**config.mk**
```make
export PLATFORM = sky130hd
export DESIGN_NAME = halving_subtractor_serial
export DESIGN_NICKNAME = d
export VERILOG_FILES = /design/src/rtl/halving_subtractor_serial_pkg.sv /design/src/rtl/halving_subtractor_serial_fa_cell.sv /design/src/rtl/halving_subtractor_serial.sv
export SDC_FILE = /design/constraint.sdc
export NUM_CORES = 1
export LEC_CHECK = 0
export CORE_MARGIN = 5
export CORE_UTILIZATION = 40
export CTS_BUF_LIST = sky130_fd_sc_hd__clkbuf_16
export CTS_CLUSTER_SIZE = 30
export DETAILED_ROUTE_END_ITERATION = 12
export GPL_ROUTABILITY_DRIVEN = 0
export SLEW_MARGIN = 20
export SYNTH_ARGS = -nofsm -noshare
export SYNTH_HDL_FRONTEND = slang
export SYNTH_HIERARCHICAL = 1
export SYNTH_SLANG_ARGS = --single-unit
```
**constraint.sdc**
```tcl
create_clock -name clk -period 4.1 [get_ports clk]
set_input_delay 0.615 -clock clk [delete_from_list [all_inputs] [get_ports clk]]
set_output_delay 0.615 -clock clk [all_outputs]
set_load 0.005 [all_outputs]
```
**src/rtl/halving_subtractor_serial_pkg.sv**
```systemverilog
// Shared types and helpers for the bit-serial halving subtractor.
package halving_sub_pkg;

   typedef enum logic [1:0] {
      IDLE  = 2'd0,
      SHIFT = 2'd1,
      HOLD  = 2'd2
   } hs_state_t;

   // Ceiling log2, usable in constant expressions for counter sizing.
   function automatic int clog2(input int value);
      int v;
      int r;
      v = value - 1;
      r = 0;
      while (v > 0) begin
         r = r + 1;
         v = v >> 1;
      end
      return (r < 1) ? 1 : r;
   endfunction

endpackage

```
**src/rtl/halving_subtractor_serial_fa_cell.sv**
```systemverilog
// Combinational 1-bit full adder; the only arithmetic element of the serial datapath.
module fa_cell (
   input  logic x,
   input  logic y,
   input  logic cin,
   output logic s,
   output logic cout
);

   assign s    = x ^ y ^ cin;
   assign cout = (x & y) | (x & cin) | (y & cin);

endmodule

```
**src/rtl/halving_subtractor_serial.sv**
```systemverilog
// Bit-serial signed halving subtractor: result = floor((a - b - bin) / 2),
// one bit per clock through a single full-adder cell.
module halving_subtractor_serial
   import halving_sub_pkg::*;
#(
   parameter int WIDTH = 8
) (
   input  logic             clk,
   input  logic             rst,
   input  logic             in_valid,
   output logic             in_ready,
   input  logic [WIDTH-1:0] a,
   input  logic [WIDTH-1:0] b,
   input  logic             bin,
   output logic             out_valid,
   input  logic             out_ready,
   output logic [WIDTH-1:0] result,
   output logic             busy
);

   localparam int CNT_W = clog2(WIDTH + 1);
   localparam logic [CNT_W-1:0] CNT_LAST = CNT_W'(WIDTH);

   // Handshake: a transfer happens on a rising edge where valid and ready are
   // both high; out_valid stays asserted with a stable result until out_ready.
   hs_state_t        state_q;
   logic [CNT_W-1:0] cnt_q;
   logic [WIDTH-1:0] a_sr_q;
   logic [WIDTH-1:0] nb_sr_q;
   logic             carry_q;
   logic [WIDTH:0]   res_sr_q;
   logic [WIDTH-1:0] result_q;
   logic             out_valid_q;

   logic             sum_bit;
   logic             carry_d;
   logic [WIDTH:0]   res_sr_d;

   fa_cell u_fa (
      .x    (a_sr_q[0]),
      .y    (nb_sr_q[0]),
      .cin  (carry_q),
      .s    (sum_bit),
      .cout (carry_d)
   );

   // New sum bits enter at the top, so after WIDTH+1 steps bit 0 holds the
   // discarded LSB and [WIDTH:1] is the halved difference.
   assign res_sr_d = {sum_bit, res_sr_q[WIDTH:1]};

   always_ff @(posedge clk) begin
      if (rst) begin
         state_q     <= IDLE;
         cnt_q       <= '0;
         a_sr_q      <= '0;
         nb_sr_q     <= '0;
         carry_q     <= 1'b0;
         res_sr_q    <= '0;
         result_q    <= '0;
         out_valid_q <= 1'b0;
      end else begin
         case (state_q)
            IDLE: begin
               if (in_valid) begin
                  a_sr_q   <= a;
                  nb_sr_q  <= ~b;
                  carry_q  <= ~bin;
                  cnt_q    <= '0;
                  res_sr_q <= '0;
                  state_q  <= SHIFT;
               end
            end
            SHIFT: begin
               // Sign-filling shift supplies the extension bit for step WIDTH.
               a_sr_q   <= {a_sr_q[WIDTH-1], a_sr_q[WIDTH-1:1]};
               nb_sr_q  <= {nb_sr_q[WIDTH-1], nb_sr_q[WIDTH-1:1]};
               carry_q  <= carry_d;
               res_sr_q <= res_sr_d;
               cnt_q    <= cnt_q + 1'b1;
               if (cnt_q == CNT_LAST) begin
                  result_q    <= res_sr_d[WIDTH:1];
                  out_valid_q <= 1'b1;
                  state_q     <= HOLD;
               end
            end
            HOLD: begin
               if (out_ready) begin
                  out_valid_q <= 1'b0;
                  state_q     <= IDLE;
               end
            end
            default: begin
               state_q     <= IDLE;
               out_valid_q <= 1'b0;
            end
         endcase
      end
   end

   assign in_ready  = (state_q == IDLE);
   assign busy      = (state_q == SHIFT) || (state_q == HOLD);
   assign out_valid = out_valid_q;
   assign result    = result_q;

endmodule

```
# Word-level counts from Yosys, hierarchy flattened
# Cells that the tools add are included.
dict set report totals {
  out_inout_bits 11
  mem_bits_rw 0
  mem_bits_ro 0
  mem_count 0
  register_bits 41
  latchBits 0
  inputBits 21
}
dict set report classes {
  n_div 0
  order_cmp 0
  n_bitwise 11
  n_shift 0
  add_sub_neg 1
  mul 0
  eq_ne 6
  n_mux 17
  n_reduce_logical 8
}
# op n
set op_table {}
lappend op_table {{one-hot mux 8 bit (2 select lines)} 2}
lappend op_table {{one-hot mux 9 bit (2 select lines)} 1}
lappend op_table {{two-way mux 8 bit} 2}
lappend op_table {{two-way mux 9 bit} 1}
lappend op_table {{AND reduction 3 bit} 3}
lappend op_table {{inverter 8 bit} 1}
lappend op_table {{one-hot mux 4 bit (2 select lines)} 1}
lappend op_table {{two-way mux 2 bit} 3}
lappend op_table {{inequality test 2 bit (second input constant)} 3}
lappend op_table {{one-hot mux 2 bit (3 select lines)} 1}
lappend op_table {{adder 4 x 1 -> 4 bit (second input constant)} 1}
lappend op_table {{equality test 4 bit (second input constant)} 1}
lappend op_table {{two-way mux 4 bit} 1}
lappend op_table {{AND reduction 2 bit} 2}
lappend op_table {{AND 1 bit} 3}
lappend op_table {{two-way mux 1 bit} 3}
lappend op_table {{inverter 1 bit} 3}
lappend op_table {{one-hot mux 1 bit (3 select lines)} 1}
lappend op_table {{equality test 2 x 1 -> 1 bit (second input constant)} 1}
lappend op_table {{equality test 2 bit (second input constant)} 1}
lappend op_table {{logical NOT 2 bit} 1}
lappend op_table {{bitwise OR 1 bit} 2}
lappend op_table {{one-hot mux 1 bit (2 select lines)} 1}
lappend op_table {{nonzero test 2 bit} 1}
lappend op_table {{other kinds (2)} 3}

# Longest topological paths before layout
dict set report depth {
  word_depth 4
  mapped_depth 7
  ltp_nobuf 5
}

# By module
# Netlist, hierarchy kept.
# module seq_area_each_um2 instances area_each_um2 cells_each
set modules_own_cells {}
lappend modules_own_cells {halving_subtractor_serial 780.7 1 1835.5 189}
lappend modules_own_cells {fa_cell 0.0 1 20.0 1}

# Worst setup path before layout
# OpenSTA, ideal clock, no wires.
dict set report synth_path {
  path_kind {register to register}
  from {register state_q[0]}
  to {register nb_sr_q[0]}
  slack_ps 2619
  stages_incl_launch_ff 7
  required_ps 4031
  arrival_time_ps 1411
  n_path_buf 1
  cell_sequence {dfxtp_1 > inv_1 > ha_1 > mux2i_2 > buf_6 > nand2_1 > a21oi_2}
}
dict set report synth_via {
  elab_chain_cells 3
  elab_cells_between_ends 6
  classes_between {eq/ne (2); mux (1); reduce/logical (3)}
}
# element line_no
set synth_lines {}
lappend synth_lines {{start, declared} halving_subtractor_serial.sv:26} ;# hs_state_t state_q;
lappend synth_lines {{start signal, assigned} halving_subtractor_serial.sv:53} ;# state_q <= IDLE;
lappend synth_lines {{start signal, assigned} halving_subtractor_serial.sv:70} ;# state_q <= SHIFT;
lappend synth_lines {{start signal, assigned} halving_subtractor_serial.sv:83} ;# state_q <= HOLD;
lappend synth_lines {{logical NOT 2 bit (*)} -}
lappend synth_lines {{via in_ready} halving_subtractor_serial.sv:11} ;# output logic in_ready,
lappend synth_lines {{inequality test 2 bit (no source line) or nonzero test 2 bit (tied branches)} -}
lappend synth_lines {{AND reduction 2 bit (no source line)} -}
lappend synth_lines {{end signal, assigned} halving_subtractor_serial.sv:66} ;# nb_sr_q <= ~b;
lappend synth_lines {{end signal, assigned} halving_subtractor_serial.sv:76} ;# nb_sr_q <= {nb_sr_q[WIDTH-1], nb_sr_q[WIDTH-1:1]};
lappend synth_lines {{end, declared} halving_subtractor_serial.sv:29} ;# logic [WIDTH-1:0] nb_sr_q;
# Mark *: on every way through the listed nets, which the timed path passes. The rest lies on a longest branch. The select of a mux whose other input is x is not followed.
# A chain may end at the register's enable or synchronous reset.

# Worst setup path in the final report
dict set report layout_path {
  from {register state_q[1]}
  to {register nb_sr_q[4]}
}
dict set report layout_via {
  elab_chain_cells 3
  elab_cells_between_ends 6
  classes_between {eq/ne (2); mux (1); reduce/logical (3)}
}
# element line_no
set layout_lines {}
lappend layout_lines {{equality test 2 x 1 -> 1 bit or logical NOT 2 bit (tied branches)} halving_subtractor_serial.sv:62} ;# case (state_q)
lappend layout_lines {{nonzero test 2 bit (no source line) or inequality test 2 bit (tied branches)} -}
lappend layout_lines {{AND reduction 2 bit (no source line)} -}
# Parallel ways exist; a longest one is shown, timed or not. The select of a mux whose other input is x is not followed.

==> run metrics <==
Final Net Count=around 240; Ys Warns=6; Resized cells post-CTS=0; HP Class=flop to flop; postcts setup bufs=0; Fill cells=between 400 and 500; antenna violations before repair=0; TNS Setup=0 ns; TritonCTS Buffers=5; initial drt markers=51; Worst-Margin Slew=between 0.9 and 1 ns; Post-synth EDFFs=0; FFs w/ async S/R, synth=0%; Worst EP required=between 4 and 5 ns; max-cap viol count=0; DRT Pass-1 Iters=4; Critical R2R Launch=state_q[1]; r2r endpoint=nb_sr_q[4]; Cell variety after synth=38; syn_nets=217; fin crit share=between 50 and 60%; Num Clock Sinks=39; Reg clk slew, reported paths=approximately 0.060 ns; CP Max Fanout=28; row count=24; Synth Register Bits=39; first-pass GRT wire length=roughly 6600 um; IO buf count=31; Mean Syn Cell Area=roughly 9.8 um^2; PwrDens=429 nW/um^2; final hold violations=0; Sw Share=about 24%; Top FF cell, synth=dfxtp_1; Mapped Area=1860 um^2; cts hold-fix bufs=0; Die Height=about 78 um; combinational fraction of design power=between 10% and 20%; IO Pins=32; Total GRT Usage=between 10% and 20%; depth of the worst hold-timing path=2; RSZ-0062 raised after global routing=false; crit path launch type=flop; status=finished, final reports clean; share of cells above drive strength 1=between 10% and 20%; reg2reg path depth=6; Clk Latency, worst-skew pair=0.28 ns; Worst R2R Setup Slack=approximately 1.9 ns; Die X=~80 um; core footprint=between 4000 and 5000 um^2; post-synth top area share=around 42%; starting density of the core=between 40% and 50%; detailed-route DRC error count=0; Reg power frac=roughly two fifths; Clock power frac=between 40% and 50%; clk root buf=clkbuf_16; WP data arrival=about 2.4 ns; Slew Viols, Final=0; Post-Syn Instances=190; vias in the first global route=1457; setup violators final=0; remaining antenna violation count=0; HP Start=result[4]; Pint=approximately 750 uW; Peak VDD IR=0.196 mV; worst-case clock buffer depth=2; Slew HR=38.8%; Die Footprint=~6000 um^2; grt total ovfl=0; FMAX=between 0.4 and 0.5 GHz; placed wire-length estimate=2640 um; Crit Path Class=flop to flop; via count=approximately 1.4k; WL final=3850 um; antenna cells=0; main area contributors after synthesis=dfxtp_1, nand2_1, a211oi_2; Hold WS=approximately 0.45 ns; area leader, netlist=dfxtp_1; CTS tree=built; Tmin final=2.24 ns; Psw=about 240 uW; largest net degree at the start of global routing=29; H-tree Lvls=2; Via density=around 5.2; hold path endpoint=result[4]; Lkg Pwr=0.817 nW; CP endpoint kind=flop; Layout area overhead=24.5%; drt wl/cell=approximately 14 um; clk_skew=roughly 0.0041 ns; register area share after synthesis=a little over two fifths
## logic make-up after synthesis
group / count (synthesis) / share of synthesized area (%)
simple gates: 65 / 17.6
buf+inv: 20 / 6.27
flops: 39 / 42.1
compound gates: 50 / 23.7
mux: 10 / 5.87
fa+ha+maj: 6 / 4.45
## placed cells by master, fill, tap and decap left out, types with 2 or more instances in the layout
master,netlist,final
a211oi_1,3,3
a211oi_2,7,7
a21oi_1,10,10
a21oi_2,7,7
a31oi_1,3,3
a32oi_1,8,8
and2_1,2,2
and3b_1,2,2
buf_4,1,2
clkbuf_16,0,5
clkdlybuf4s50_1,0,30
dfxtp_1,39,39
ha_1,5,5
inv_1,5,5
mux2i_1,8,8
nand2_1,24,24
nand2b_1,10,10
nor2_1,14,14
nor2_2,5,5
nor3b_1,2,2
o211ai_1,2,2
o211ai_2,7,7
## metrics by stage
step                instance area (um^2)  util, %  worst slack, ns  cells  power (mW)
floorplan                           1860        -             2.62    190       0.540
global placement                    2150     48.8             1.71    261       0.570
detailed placement                  2150     48.8             1.66    261       0.576
CTS                                 2320     52.5             1.83    269        1.00
global route                        2310     52.4             1.69    269        1.04
finish                              2310     52.4             1.86    269       0.991
## cell type report
cell class                      count  area, um^2  share of cell area [%]
Multi-Input combinational cell    131         958                    41.5
Sequential cell                    39         781                    33.8
Timing Repair Buffer               33         320                    13.9
Clock buffer                        5         125                    5.41
Tap cell                           52        65.1                    2.82
Clock inverter                      3        38.8                    1.68
Inverter                            6        22.5                   0.975
## sequential cells by signal, indices dropped and copies added, names as in the netlist
name       cells
state_q        2
cnt_q          4
nb_sr_q        8
carry_q        1
res_sr_q       7
result         8
out_valid      1
a_sr_q         8
## Yosys cell counts (all sizes together), types with 5 or more instances
master / count
dfxtp: 39
nand2: 24
nor2: 19
a21oi: 17
buf: 11
a211oi: 10
nand2b: 10
mux2i: 9
o211ai: 9
a32oi: 8
inv: 6
ha: 5
## power groups by stage
stage	Sequential, mW	Combinational, mW	Clock [mW]
floorplan	0.419	0.121	0
global placement	0.421	0.149	0
detailed placement	0.422	0.154	0
CTS	0.414	0.156	0.435
global route	0.416	0.169	0.451
finish	0.414	0.153	0.424
## worst max path at each step
| stage | to | from | depth (start not counted) | slack, ns |
|---|---|---|---|---|
| finish | nb_sr_q[4] | state_q[1] | 6 | 1.86 |
| global route | nb_sr_q[0] | state_q[1] | 6 | 1.69 |
| CTS | nb_sr_q[4] | state_q[1] | 6 | 1.83 |
| detailed placement | res_sr_q[8] | rst | 3 | 1.66 |
| global placement | res_sr_q[7] | rst | 3 | 1.71 |
| floorplan | nb_sr_q[0] | state_q[0] | 6 | 2.62 |
## per-layer routing
metal / vias to the layer above / part of all wire, % / global-route usage [%] / routed length [um]
li1: 723 / - / - / -
met1: 649 / 46 / 15.2 / 1780
met2: 24 / 48 / 22.3 / 1850
met3: 4 / 4.7 / 4.35 / 180
met4: 0 / 0.94 / 5.24 / 36
met5: - / 0 / 0 / 0
## worst max-delay path, stage by stage, from the launching register on
cell and delay [ns]:
dfxtp_1 0.36, inv_1 0.08, ha_1 0.34, buf_4 0.30, mux2i_2 0.73, nand2_1 0.19
a21oi_2 0.15
Power figures use the tool's default switching activity.
==> edit: new RTL, config.mk and constraints unchanged <==
Encoding of `hs_state_t`: now one-hot (3 bits for 3 states).
--- a/src/rtl/halving_subtractor_serial_pkg.sv
+++ b/src/rtl/halving_subtractor_serial_pkg.sv
@@ -1,10 +1,10 @@
 // Shared types and helpers for the bit-serial halving subtractor.
 package halving_sub_pkg;
 
-   typedef enum logic [1:0] {
-      IDLE  = 2'd0,
-      SHIFT = 2'd1,
-      HOLD  = 2'd2
+   typedef enum logic [2:0] {
+      IDLE  = 3'b001,
+      SHIFT = 3'b010,
+      HOLD  = 3'b100
    } hs_state_t;
 
    // Ceiling log2, usable in constant expressions for counter sizing.
Function: same outputs for any inputs over 10 cycles, from zero or initial values and one cycle with rst high; not proved beyond that.
==> edit against the original RTL <==
- sequential power up 3%
- core utilization is 0.54 points lower
- routed wire length up 3.0%
- sequential cell count up 1
- area after synthesis down 2.8%
- total power is 9.8% lower
- cell area shrank 2.4%
- setup slack worse by 0.36 ns
- global-route usage rose by 0.65 points
- via count rose by 15%
- register-to-register slack improved by 0.22 ns
- critical endpoint is now in_ready
==> edit: results (changes against the original RTL) <==
status=completed; Synth Area in Compound Gates=18.7% (-5.1 points); fin nets=260 (+7.0%); Critical Path AT=1.98 ns (-0.46 ns); DR vias=1604 (+15%); pin count of the biggest net entering global routing=42 (+45%); Max stage delay cell, worst path=dfxtp_1; met1 Resource Use GR=18.0% (+2.8 points); Multi-input gate area=902 µm² (-5.9%); reg2reg end=carry_q$_SDFFE_PP0P_; XOR/XNOR Fraction of Synth Area=0.971% (+0.97 points); Non-clk invs=5 (-1); Leak=0.000794 µW (-2.9%); Worst path max stage delay=0.60 ns (-0.13 ns); top post-synthesis cells by area=dfxtp_1 (44%), a21oi_1 (6.4%), nand2_1 (5.8%); GRT met2 Usage=21.5% (-0.72 points); Rel. slew slack=68.1% (+29 points); Fmax achieved=385 MHz (-14%); num sequential=40 (+2.6%); met3 WL=216 µm (+20%); vias per inst=5.55 (+6.6%); vias in the first global route=1449 (-0.55%); Fin Hold WS=0.455 ns (+0.00146 ns); Clock buf/inv share=6.05% (-1.0 points); first-pass GRT wire length=6750 µm (+2.9%); Max Fanout on Critical Path=17 (-39%); Worst VDD drop=0.175 mV (-10%); Post-synth top cells=dfxtp_1 (40), nand2_1 (28), a21oi_1 (23); Final HPWL DP=2530 µm (-4.1%); wire length on met1=1880 µm (+5.6%); reg2reg start=state_q[0]$_SDFFE_PP1P_; count of plain and timing-repair buffers=34 (+3.0%); Min-Delay Endpoint=a_sr_q[7]$_SDFFE_PP0P_; comb_multi_in=150 (+15%); sequential fraction of the synthesis area=44.4% (+2.3 points); Place WS=1.79 ns (+0.131 ns); Routed WL=3960 µm (+3.0%); Final Skew=0.00626 ns (+0.00217 ns); Final Instance Area=0.00226 mm² (-2.4%); Synth Net Count=237 (+9.2%); Synth Area in Adders=2.50% (-2.0 points); sequential cell area share=35.5% (+1.7 points); Non-clock buffer share=14.8% (+0.89 points); Cells after Synth=213 (+12%); Filler cells=434 (+6.6%); area post-placement=0.00212 mm² (-1.5%); routed wire length on met2=1830 µm (-1.0%); last element of the critical path=in_ready; Worst R2R Path Depth=3 (-3); multiplexer share of the synthesized area=0% (-5.9 points); Detailed Route Iter0 Violations=102 (+100%); Total GRT Usage=13.8% (+0.65 points); R2R Setup Slk=2.08 ns (+0.22 ns)
[edit: cell types whose count changed after synthesis, moves of 6 or more]
cell / before / now
nor3_1: 1 / 7
a32oi_1: 8 / 0
o211ai_2: 7 / 0
a211oi_2: 7 / 0
nor2_1: 14 / 8
o21ai_0: 0 / 11
nand3_1: 1 / 21
clkbuf_1: 3 / 11
a21oi_1: 10 / 23
mux2i_1: 8 / 0
nand2b_1: 10 / 0
a21oi_2: 7 / 0
[edit: power by group]
part	switching [µW]	total, µW	internal (µW)
Clock	141	360	219
Combinational	52.4	107	54.2
Sequential	17.8	427	409
[edit: cell families after synthesis]
| family | Yosys count |
|---|---|
| AO/OA/AOI/OAI | 54 |
| XOR/XNOR | 2 |
| AND/OR/NAND/NOR | 91 |
| adder cells (fa/ha/maj) | 3 |
| flip-flops | 40 |
| buffers and inverters | 23 |
[edit: worst max-delay path: cells and delay by family, from the launching register on]
kind / cells / cell delay, ns
buffers and inverters: 2 / 0.57
AND/OR/NAND/NOR: 1 / 0.54
flip-flops: 1 / 0.60
